**src/rtl/pip_pkg.sv**
```systemverilog
// Shared definitions for the pipeline hazard controller: register-address
// width, hazard-cause encoding and the MUL/DIV occupancy FSM states.
package pip_pkg;

    localparam int REG_AW = 5;

    typedef enum logic [2:0] {
        HZ_NONE = 3'd0,
        HZ_LU   = 3'd1,
        HZ_BR   = 3'd2,
        HZ_MC   = 3'd3,
        HZ_MEM  = 3'd4
    } hz_cause_t;

    typedef enum logic [0:0] {
        MC_IDLE = 1'b0,
        MC_BUSY = 1'b1
    } mc_state_t;

endpackage

```
**src/rtl/pip_sat_cnt.sv**
```systemverilog
// Saturating up-counter for pipeline performance statistics; holds at
// all-ones instead of wrapping.
module pip_sat_cnt #(
    parameter int WIDTH = 32
) (
    input  logic             clk,
    input  logic             arst_n,
    input  logic             inc,
    output logic [WIDTH-1:0] cnt
);

    always_ff @(posedge clk or negedge arst_n) begin
        if (!arst_n) begin
            cnt <= '0;
        end else if (inc && (cnt != '1)) begin
            cnt <= cnt + WIDTH'(1);
        end
    end

endmodule

```
**src/rtl/pip_hazard_ctrl.sv**
```systemverilog
// Stall/flush controller for the 5-stage pipeline: prioritises memory wait,
// MUL/DIV occupancy, taken branch and load-use, and drives register controls.
//
// state   | meaning
// MC_IDLE | no MUL/DIV in flight; a start in EX launches one
// MC_BUSY | MUL/DIV occupying EX; cnt counts remaining stall cycles
module pip_hazard_ctrl #(
    parameter int REG_AW = pip_pkg::REG_AW,
    parameter int MC_LAT = 4,
    parameter int CNT_W  = 32
) (
    input  logic              clk,
    input  logic              arst_n,
    input  logic [REG_AW-1:0] id_rs,
    input  logic [REG_AW-1:0] id_rt,
    input  logic              id_uses_rt,
    input  logic              ex_mem_read,
    input  logic [REG_AW-1:0] ex_rt,
    input  logic              br_taken_ex,
    input  logic              mc_start_ex,
    input  logic              mem_ready,
    output logic              pc_we,
    output logic              ifid_we,
    output logic              ifid_srst_n,
    output logic              idex_we,
    output logic              idex_srst_n,
    output logic              exmem_we,
    output logic              exmem_srst_n,
    output logic              memwb_we,
    output logic              memwb_srst_n,
    output logic              mc_busy,
    output logic [CNT_W-1:0]  stall_cnt,
    output logic [CNT_W-1:0]  flush_cnt
);

    import pip_pkg::*;

    localparam logic [3:0] MC_LAT_M1 = 4'(MC_LAT - 1);

    mc_state_t  state, state_nxt;
    logic [3:0] cnt, cnt_nxt;
    logic       memw, mcst, brf, lu;
    hz_cause_t  cause;

    assign memw = !mem_ready;
    assign brf  = br_taken_ex;
    assign lu   = ex_mem_read && (ex_rt != '0) &&
                  ((ex_rt == id_rs) || (id_uses_rt && (ex_rt == id_rt)));

    // The MUL/DIV unit keeps counting through memory waits; only the
    // release into EX/MEM has to wait for memory to be ready.
    always_comb begin
        state_nxt = state;
        cnt_nxt   = cnt;
        mcst      = 1'b0;
        case (state)
            MC_IDLE: begin
                if (mc_start_ex && !memw) begin
                    mcst      = 1'b1;
                    cnt_nxt   = MC_LAT_M1;
                    state_nxt = MC_BUSY;
                end
            end
            MC_BUSY: begin
                if (cnt != 4'd0) begin
                    mcst    = 1'b1;
                    cnt_nxt = cnt - 4'd1;
                end else if (!memw) begin
                    state_nxt = MC_IDLE;
                end
            end
            default: state_nxt = MC_IDLE;
        endcase
    end

    always_ff @(posedge clk or negedge arst_n) begin
        if (!arst_n) begin
            state <= MC_IDLE;
            cnt   <= 4'd0;
        end else begin
            state <= state_nxt;
            cnt   <= cnt_nxt;
        end
    end

    assign mc_busy = (state == MC_BUSY);

    always_comb begin
        if (memw)       cause = HZ_MEM;
        else if (mcst)  cause = HZ_MC;
        else if (brf)   cause = HZ_BR;
        else if (lu)    cause = HZ_LU;
        else            cause = HZ_NONE;
    end

    // Frozen registers keep srst_n high so only the we pin matters.
    always_comb begin
        pc_we        = 1'b1;
        ifid_we      = 1'b1;
        ifid_srst_n  = 1'b1;
        idex_we      = 1'b1;
        idex_srst_n  = 1'b1;
        exmem_we     = 1'b1;
        exmem_srst_n = 1'b1;
        memwb_we     = 1'b1;
        memwb_srst_n = 1'b1;
        case (cause)
            HZ_MEM: begin
                pc_we        = 1'b0;
                ifid_we      = 1'b0;
                idex_we      = 1'b0;
                exmem_we     = 1'b0;
                memwb_srst_n = 1'b0;
            end
            HZ_MC: begin
                pc_we        = 1'b0;
                ifid_we      = 1'b0;
                idex_we      = 1'b0;
                exmem_srst_n = 1'b0;
            end
            HZ_BR: begin
                ifid_srst_n = 1'b0;
                idex_srst_n = 1'b0;
            end
            HZ_LU: begin
                pc_we       = 1'b0;
                ifid_we     = 1'b0;
                idex_srst_n = 1'b0;
            end
            default: ;
        endcase
    end

    pip_sat_cnt #(.WIDTH(CNT_W)) u_stall_cnt (
        .clk    (clk),
        .arst_n (arst_n),
        .inc    (!pc_we),
        .cnt    (stall_cnt)
    );

    pip_sat_cnt #(.WIDTH(CNT_W)) u_flush_cnt (
        .clk    (clk),
        .arst_n (arst_n),
        .inc    (cause == HZ_BR),
        .cnt    (flush_cnt)
    );

endmodule
```
**config.mk**
```make
export PLATFORM = sky130hd
export DESIGN_NAME = pip_hazard_ctrl
export DESIGN_NICKNAME = d
export VERILOG_FILES = /design/src/rtl/pip_pkg.sv /design/src/rtl/pip_sat_cnt.sv /design/src/rtl/pip_hazard_ctrl.sv
export SDC_FILE = /design/constraint.sdc
export NUM_CORES = 1
export LEC_CHECK = 0
export BUFFER_PORTS_ARGS = -buffer_cell sky130_fd_sc_hd__clkbuf_2
export CORE_MARGIN = 2
export CORE_UTILIZATION = 26
export CTS_BUF_LIST = sky130_fd_sc_hd__clkbuf_4 sky130_fd_sc_hd__clkbuf_8
export CTS_CLUSTER_DIAMETER = 120
export DETAILED_ROUTE_END_ITERATION = 8
export PLACE_DENSITY = 0.46
export SLEW_MARGIN = 25
export SYNTH_ARGS = -nofsm -noshare
export SYNTH_HDL_FRONTEND = slang
export SYNTH_SLANG_ARGS = --single-unit
export TNS_END_PERCENT = 30
```
**constraint.sdc**
```tcl
create_clock -name clk -period 2.2 [get_ports clk]
set_clock_uncertainty 0.05 [all_clocks]
set_input_delay 0.44 -clock clk [delete_from_list [all_inputs] [get_ports clk]]
set_output_delay 0.44 -clock clk [all_outputs]
set_load 0.05 [all_outputs]
```
# [Yosys cells after proc, flatten, opt, wreduce, memory -nomap -nowiden]
# Index checks and enable logic that the tools add are counted.
[word_totals] input_bits=22 wordCells=50 reg_bits=69 out_inout_bits=74
[op_classes] n_eq_ne=10 add_sub_neg=3 bitwise=1 n_reduce_logical=13 muxes=19
[ops] op="$add 32x1->32 const B" count=2
[ops] op="$ne 32x32->1 const B" count=2
[ops] op="$mux 1" count=11
[ops] op="$eq 5x5->1" count=2
[ops] op="$mux 4" count=2
[ops] op="$pmux 4 s2" count=1
[ops] op="$eq 3x2->1 const B" count=2
[ops] op="$logic_and 1x1->1" count=6
[ops] op="$reduce_bool 5->1" count=1
[ops] op="$mux 2" count=2
[ops] op="$pmux 1 s2" count=2
[ops] op="$reduce_bool 4->1" count=1
[ops] op="$reduce_or 2->1" count=2
[ops] op="$sub 4x1->4 const B" count=1
[ops] op="$eq 3x1->1 const B" count=1
[ops] op="$eq 3x3->1 const B" count=1
[ops] op="$mux 3" count=1
[ops] op="$reduce_or 3->1" count=1
[ops] op="$ne 2x1->1 const B" count=1
[ops] op="$ne 2x2->1 const B" count=1
[ops] op="$reduce_and 2->1" count=1
[ops] op="$logic_or 1x1->1" count=1
[ops] op="$not 1->1" count=1

# [Logic depth before layout (Yosys ltp)]
# Gate-level depths: netlist of run 1.
[logic_depth] depth_word=11 ltp_mapped=9

# [By module]
# A second synthesis of run 1 with hierarchy kept.
[hier_totals] cells_unflattened=358 area_unflattened_um2=3708.6
[by_module_without_submodules] mod="pip_sat_cnt" instances=2 seq_area_each_um2=800.8 area_per_inst_um2=1624.1 cells_each=151
[by_module_without_submodules] mod="pip_hazard_ctrl" instances=1 seq_area_each_um2=125.1 area_per_inst_um2=460.4 cells_each=56

# [Worst setup path before layout of run 1]
# OpenSTA, ideal clock, no wires.
[synth_path] kind="reg-to-reg" from="reg state (netlist: mc_busy)" to="reg u_flush_cnt.cnt[19]" required_time_ns=2.009 arrival_ns=2.935 n_path_buf=0 setup_ns=0.141 path_stages_with_launch=8 setup_slack_ns=-0.925 path_cell_list="dfrtp_1 and4bb_2 o21a_1 nand2_1 nor3_1 and4bb_2 nand3_1 xnor2_1"
[synth_between] elab_chain_cells=6
[synth_rtl] item="start: declaration" line_no="pip_hazard_ctrl.sv:40" rtl="mc_state_t state, state_nxt;"
[synth_rtl] item="start signal: assignment" line_no="pip_hazard_ctrl.sv:81" rtl="state <= state_nxt;"
[synth_rtl] item="$not 1->1"
[synth_rtl] item="$pmux 1 s2 *" line_no="pip_hazard_ctrl.sv:56" rtl="case (state)"
[synth_rtl] item="$mux 2 *" line_no="pip_hazard_ctrl.sv:90" rtl="else if (mcst) cause = HZ_MC;"
[synth_rtl] item="$mux 3 *" line_no="pip_hazard_ctrl.sv:89" rtl="if (memw) cause = HZ_MEM;"
[synth_rtl] item="$eq 3x2->1 *" line_no="pip_hazard_ctrl.sv:144" rtl=".inc (cause == HZ_BR),"
[synth_rtl] item="$logic_and 1x1->1 *" line_no="pip_sat_cnt.sv:15" rtl="end else if (inc && (cnt != '1)) begin"
[synth_rtl] item="end signal: assignment" line_no="pip_sat_cnt.sv:16" rtl="cnt <= cnt + WIDTH'(1);"
[synth_rtl] item="end: declaration" line_no="pip_sat_cnt.sv:9" rtl="output logic [WIDTH-1:0] cnt"
# Mark *: on every way between the ends. The rest lies on a longest branch, timed or not.
# A chain may end at the register's enable or synchronous reset.

# [Worst setup path after layout of run 1]
[layout_path] from="in ex_rt[0]" to="out idex_srst_n"
[layout_between] elab_chain_cells=11
[layout_rtl] item="start: declaration" line_no="pip_hazard_ctrl.sv:18" rtl="input logic [REG_AW-1:0] ex_rt,"
[layout_rtl] item="$eq 5x5->1" line_no="pip_hazard_ctrl.sv:48" rtl="((ex_rt == id_rs) || (id_uses_rt && (ex_rt == id_rt)));"
[layout_rtl] item="$logic_and 1x1->1" line_no="pip_hazard_ctrl.sv:48"
[layout_rtl] item="$logic_or 1x1->1" line_no="pip_hazard_ctrl.sv:48"
[layout_rtl] item="$logic_and 1x1->1 *" line_no="pip_hazard_ctrl.sv:47" rtl="assign lu = ex_mem_read && (ex_rt != '0) &&"
[layout_rtl] item="$mux 1 *" line_no="pip_hazard_ctrl.sv:92" rtl="else if (lu) cause = HZ_LU;"
[layout_rtl] item="$mux 2 *" line_no="pip_hazard_ctrl.sv:91" rtl="else if (brf) cause = HZ_BR;"
[layout_rtl] item="$mux 2 *" line_no="pip_hazard_ctrl.sv:90"
[layout_rtl] item="$mux 3 *" line_no="pip_hazard_ctrl.sv:89"
[layout_rtl] item="$eq 3x1->1 / $eq 3x2->1 (equally long branches)" line_no="pip_hazard_ctrl.sv:107" rtl="case (cause)"
[layout_rtl] item="$reduce_or 2->1 (no line) *"
[layout_rtl] item="$mux 1 *" line_no="pip_hazard_ctrl.sv:107"
[layout_rtl] item="end: declaration" line_no="pip_hazard_ctrl.sv:26" rtl="output logic idex_srst_n,"
# Marks and branches as above.

==> results of run 1 <==
layout make-up:
cell class                 count  area, µm²
tap                          176      220.2
clock buffer                  14      173.9
inverter                      12      48.80
fill                        1335       7779
clock inverter                 2      10.01
timing repair buffer         182       1257
sequential                    69       1778
multi-input combinational    254       1923
worst max-delay path by stage:
| stage | to | slack (ns) | startpoint | depth (start not counted) |
|---|---|---|---|---|
| after floorplan | pc_we | -0.12 | ex_rt[4] | 6 |
| after global placement | u_stall_cnt.cnt[1]$_DFFE_PN0P_ | -0.18 | ex_rt[1] | 7 |
| after detailed placement | u_stall_cnt.cnt[28]$_DFFE_PN0P_ | -0.26 | ex_rt[4] | 8 |
| after CTS | ifid_we | -0.20 | cnt[1]$_DFFE_PN0P_ | 7 |
| after global routing | pc_we | -0.21 | cnt[1]$_DFFE_PN0P_ | 7 |
| final | idex_srst_n | -0.15 | ex_rt[0] | 9 |
per-layer routing:
| layer | up-vias | global-route usage, % | routed length [µm] |
|---|---|---|---|
| met5 | - | 0 | 0 |
| met4 | 0 | 7.647 | 329 |
| met3 | 21 | 2.852 | 446 |
| met2 | 81 | 21.46 | 4609 |
| met1 | 1478 | 18.64 | 4395 |
| li1 | 1533 | - | - |
cell usage after synthesis (2+ instances only):
| master | instances | share of area [%] |
|---|---|---|
| dfrtp_1 | 69 | 50 |
| xor2_1 | 42 | 11 |
| nand2_1 | 39 | 4.2 |
| nor2_1 | 35 | 3.8 |
| xnor2_1 | 28 | 7.0 |
| nand3_1 | 19 | 2.7 |
| nor3_1 | 18 | 2.6 |
| inv_1 | 12 | 1.3 |
| nand4_1 | 12 | 2.2 |
| and3_1 | 9 | 1.6 |
| nor4_1 | 6 | 1.1 |
| a21oi_1 | 4 | 0.57 |
| buf_4 | 3 | 0.65 |
| ha_1 | 3 | 1.1 |
| and2_1 | 2 | 0.36 |
| and4_1 | 2 | 0.50 |
| and4bb_2 | 2 | 0.72 |
| clkbuf_1 | 2 | 0.22 |
| nor2_4 | 2 | 0.65 |
| nor3_2 | 2 | 0.57 |
| o21a_1 | 2 | 0.43 |
| o21ai_0 | 2 | 0.29 |
| or2_2 | 2 | 0.36 |
worst register-to-register path: cells and delay by family, from the launching register on:
family / cells / cell delay (ns)
adder cells (fa/ha/maj): 1 / 0.15
buffers and inverters: 4 / 0.47
flip-flops: 1 / 0.36
AO/OA/AOI/OAI: 3 / 0.44
XOR/XNOR: 1 / 0.16
AND/OR/NAND/NOR: 2 / 0.51
repair_timing:
item                                   CTS  global route
endpoints found under the hold margin    0             0
resized for setup                       20            41
setup endpoints to repair                9            48
buffers inserted                         5            12
pin swaps                                5            18
per-stage QoR:
step	util, %	setup TNS, ns
final	41.03	-0.5723
after detailed placement	36.44	-5.628
after floorplan	-	-0.4065
after global routing	41.03	-1.834
after global placement	36.44	-3.001
after CTS	38.91	-0.9806
registers in the layout (all words and copies together) (netlist names):
register	flops
u_stall_cnt.cnt	32
cnt	4
mc_busy	1
u_flush_cnt.cnt	32
power by group through the flow:
stage | Sequential (µW) | Combinational, µW | Clock [µW]
2_1_floorplan | 1990 | 655 | 0
3_3_place_gp | 1570 | 1630 | 0
3_5_place_dp | 1570 | 1640 | 0
4_1_cts | 1540 | 1800 | 1040
5_1_grt | 1570 | 2210 | 1100
6_report | 1550 | 2040 | 1000
kinds of logic after synthesis:
kind of cell             Yosys count  share of synthesized area [%]
AND/OR/NAND/NOR                  162                          24.78
XOR/XNOR                          70                          17.59
adder cells (fa/ha/maj)            3                          1.077
other                              1                         0.1076
buffers and inverters             19                          2.621
AO/OA/AOI/OAI                     17                          3.842
flip-flops                        69                          49.55
multiplexers                       1                         0.4308
==> flow_summary.json, run 1 <==
{
  "status": "finished, violations left",
  "violations": "negative setup slack",
  "drive_above_1_share_pct": 55.16,
  "synth_seq_area_share_pct": 49.55,
  "maxCapViolCount": 0,
  "setup_slack_ns": -0.1452,
  "slowest_stage": "a32oi_1",
  "dp.cells": 676,
  "critPathMaxStageDelay_ns": 0.33,
  "die_w_um": 119.8,
  "sw_frac_of_total_pct": 39.13,
  "hp-class": "primary input to async pin",
  "synth.cell_area_um2": 3485,
  "arrival_ns": 1.86,
  "vias": 3113,
  "dieArea_um2": 14340,
  "dr.pass1.iters": 4,
  "worst-r2r-setup-slack_ns": -0.02,
  "final_common_cell": "clkbuf_2",
  "crit_top_cell": "buf_4",
  "mostFrequentLayoutCells": "clkbuf_2, buf_4, xor2_1",
  "synth_cell_type_count": 48,
  "syn_inst": 342,
  "syn_area_per_cell_um2": 10.19,
  "gr-usage-all-layers_pct": 14.05,
  "drtAntennaViolNets": 0,
  "cts_hold_buffers": 0,
  "remaining_drc_errors": 0,
  "instances_no_fill": 709,
  "io_buffers": 94,
  "die_h_um": 119.8,
  "r2r-start": "cnt[1]$_DFFE_PN0P_",
  "path_cells": "clkbuf_2 -> xor2_1 -> nor4_2 -> a32oi_1 -> buf_4 -> nor2_1 -> buf_4 -> o21ai_4 -> buf_12",
  "synth-edff-count": 0,
  "cp_max_fo": 3,
  "fmax_ghz": 0.4264,
  "worst_skew_pair.late_latency_ns": 0.36,
  "cts_tree": "built",
  "grt_max_degree": 70,
  "synth_nets": 367,
  "leakage_uw": 0.002651,
  "place.gp.congestion": 0.8412,
  "area_growth_pct": 55.30,
  "clk_pin_slew_ns": 0.07,
  "numCtsBuffers": 9,
  "grt_pass1_wl_um": 15760,
  "endpoint_kind": "output pin",
  "ios": 96,
  "fp.coreArea_um2": 13190,
  "avgViaCountPerCell": 4.391,
  "ir_drop_mv": 0.7066,
  "routedWlPerCell_um": 13.79,
  "internal_power_uw": 2792,
  "switching_power_uw": 1795,
  "worstPathRequired_ns": 1.71,
  "first_iter_violations": 139,
  "setup_viol": 6,
  "pwr-share-comb_pct": 44.4,
  "initial_core_util_pct": 26.42,
  "dp_hpwl_um": 7206,
  "grt_overflow": 0,
  "finalHoldViolCount": 0,
  "rsz0062_at_grt": "yes",
  "whs_ns": 0.04633,
  "dpl_worst_slack_ns": -0.2644,
  "finalPower_uw": 4586,
  "grt_pass1_vias": 3131,
  "num_rows": 42,
  "r2r_cells": 11,
  "cts_buffer_depth": 2,
  "setup.worst_path.start_class": "primary input",
  "critPathTopFamily": "buffers and inverters",
  "powerDensity_nw_per_um2": 847.5,
  "synth_warnings": 0,
  "seqPwrFrac_pct": 33.7,
  "clkPwrFrac_pct": 21.9,
  "h-tree-depth": 3,
  "reg2reg_to": "u_stall_cnt.cnt[17]$_DFFE_PN0P_",
  "clock-sinks": 69,
  "finalInstanceArea_um2": 5411,
  "finalCritPeriodShare_pct": 106.6,
  "async_flop_share_pct": 100.0,
  "slew_viol_final": 0,
  "wirelength_um": 9780,
  "place_area_um2": 4806,
  "worst-path-buf-inv": 4,
  "layout_min_cycle_time_ns": 2.345,
  "synth_seq_cells": 69,
  "nets": 553,
  "diodes": 0,
  "synth_ff_type": "dfrtp_1",
  "antenna_found_initial": 0,
  "root_buffer": "clkbuf_8",
  "path_class": "primary input to output pin"
}
No activity file was read; power rests on OpenSTA's default activity.
==> inputs of run 2 (changes only) <==
- ABC_AREA: default -> 1
- PLACE_DENSITY: 0.46 -> 0.44
==> flow_summary.json, run 2 <==
{
  "r2r_cells": 12,
  "slowest_stage": "dfrtp_1",
  "cts_buffer_depth": 2,
  "synth_seq_area_share_pct": 34.38,
  "synth_seq_cells": 69,
  "vias": 5133,
  "ir_drop_mv": 0.2773,
  "tns_ns": -0.1312,
  "initial_core_util_pct": 26.67,
  "dieArea_um2": 20440,
  "clk_pin_slew_ns": 0.08,
  "critPathMaxStageDelay_ns": 0.40,
  "fp.coreArea_um2": 18830,
  "layout_min_cycle_time_ns": 2.281,
  "setup.worst_path.start_class": "flip-flop",
  "drive_above_1_share_pct": 19.36,
  "wirelength_um": 16230,
  "io_buffers": 94,
  "syn_inst": 785,
  "clock-sinks": 69,
  "cts_tree": "built",
  "hold_depth": 3,
  "synth_ff_type": "dfrtp_1",
  "synth_cell_type_count": 33,
  "synthTopCellsByCount": "nand2_1, nor2_1, dfrtp_1",
  "num_rows": 50,
  "root_buffer": "clkbuf_8",
  "numCtsBuffers": 9,
  "drtAntennaViolNets": 0,
  "place.gp.congestion": 0.8556,
  "path_cells": "inv_2 -> ha_4 -> nand3_2 -> nand2_2 -> nand2_4 -> o21ai_4 -> clkinv_2 -> nand2_4 -> o21ai_2 -> inv_2 -> clkbuf_16",
  "finalHoldViolCount": 0,
  "h-tree-depth": 3,
  "diodes": 0,
  "remaining_drc_errors": 0,
  "routedWlPerCell_um": 13.94,
  "die_w_um": 143.0,
  "nets": 924,
  "leakage_uw": 0.003224,
  "violations": "negative setup slack",
  "arrival_ns": 1.79,
  "final_util_pct": 33.62,
  "ios": 96,
  "relSlewSlack_pct": 65.17,
  "grt_pass1_vias": 5038,
  "tightest_slew_ns": 0.5176,
  "async_flop_share_pct": 100.0,
  "synthTopCellsByArea": "dfrtp_1, nand2_1, nor2_1",
  "finalCritPeriodShare_pct": 103.7,
  "cp_max_fo": 5,
  "slew_viol_final": 0,
  "dp_hpwl_um": 12170,
  "final_common_cell": "nand2_1",
  "path_class": "flip-flop to output pin",
  "setup_viol": 5,
  "fmax_ghz": 0.4383,
  "rsz0062_at_grt": "yes",
  "synth.cell_area_um2": 5022,
  "maxCapViolCount": 0,
  "grt_overflow": 0,
  "synth_warnings": 0,
  "endpoint_kind": "output pin",
  "grt_max_degree": 39,
  "synth_nets": 810,
  "grt_pass1_wl_um": 26660,
  "syn_area_per_cell_um2": 6.398,
  "area_growth_pct": 26.06,
  "dr.pass1.iters": 4,
  "hp-class": "primary input to flip-flop",
  "instances_no_fill": 1164,
  "die_h_um": 143.0,
  "dp.cells": 1142,
  "status": "finished, violations left",
  "yosys.area.top_type": "dfrtp_1",
  "powerDensity_nw_per_um2": 795.2,
  "mostFrequentLayoutCells": "nand2_1, nor2_1, clkbuf_2",
  "yosysMostFrequentCell": "nand2_1",
  "setup_slack_ns": -0.08135,
  "avgViaCountPerCell": 4.410,
  "synth-edff-count": 0,
  "gr-usage-all-layers_pct": 16.62,
  "worstPathRequired_ns": 1.71,
  "whs_ns": 0.3802,
  "first_iter_violations": 325,
  "synth_top_area_share_pct": 34.38,
  "antenna_found_initial": 0,
  "top_regs": "u_flush_cnt.cnt (32), u_stall_cnt.cnt (32), cnt (4)",
  "worst_skew_pair.late_latency_ns": 0.37
}
## run 2: cell count changes in the layout (fill, tap and decap cells not counted), moves of 35 or more
cell / delta
dfrtp_1: +40
nand3_1: +35
dfrtp_2: -40
inv_1: +45
buf_4: -49
nand2_1: +316
nor2_1: +61
## run 2: cells by family (layout without fill, tap and decap cells)
kind of cell	after synthesis	in the layout	synth area share, %
adders and majority gates	3	3	0.7475
buffers and inverters	88	207	7.673
other	1	1	0.07467
AOI/OAI and AO/OA	8	8	0.9466
DFF	69	69	34.38
and+or+nand+nor	583	583	50.42
xor gates and xnor gates	33	33	5.755
## run 2: metrics by stage
step / setup slack, ns / cell area, µm² / power (µW)
after floorplan: 0.006775 / 5067 / 3103
after global placement: 0.03714 / 5981 / 3749
after detailed placement: 0.02139 / 5981 / 3745
after CTS: -0.1480 / 6285 / 5040
after global routing: -0.1895 / 6331 / 5346
final: -0.08135 / 6331 / 5034
## run 2: per-layer routing
layer	vias to the layer above	part of all wire [%]	GRT usage (%)
met5	-	0	0
met4	0	1.4	4.638
met3	18	3.6	2.649
met2	86	46	26.97
met1	2322	49	22.87
li1	2707	-	-
## run 2: cell type report
type                       instances  area (µm²)
fill                            2118       12500
timing repair buffer             128       840.8
clock inverter                     5       57.56
clock buffer                      11       151.4
tap                              260       325.3
inverter                          63       241.5
sequential                        69        1728
multi-input combinational        628        2987
## run 2: critical path: cells and delay by family (launching register included)
family | cells | cell delay [ns]
flops | 1 | 0.40
buf+inv | 4 | 0.38
compound gates | 2 | 0.19
fa+ha+maj | 1 | 0.14
simple gates | 4 | 0.30
## run 2: report_power, final
| part | internal, µW | switching [µW] |
|---|---|---|
| Clock | 588 | 553 |
| Combinational | 762 | 1540 |
| Sequential | 1420 | 175 |
| Total | 2770 | 2270 |
## run 2: worst paths after layout
kind                               startpoint                         endpoint  slack (ns)
max                        cnt[0]$_DFFE_PN0P_                      idex_srst_n       -0.08
min                                 mem_ready                mc_busy$_DFF_PN0_        0.38
max reg2reg                cnt[0]$_DFFE_PN0P_   u_flush_cnt.cnt[2]$_DFFE_PN0P_        0.18
min reg2reg                cnt[0]$_DFFE_PN0P_               cnt[0]$_DFFE_PN0P_        0.46
max in group asynchronous              arst_n  u_flush_cnt.cnt[23]$_DFFE_PN0P_        1.00
min in group asynchronous              arst_n                mc_busy$_DFF_PN0_        0.52
## run 2: timing repair
item	in CTS	in global routing
setup endpoints to repair	6	40
cloned	0	0
hold endpoints to repair	31	0
hold buffers	1	0
pin swaps	5	3
setup buffers	4	2
resized for setup	14	9
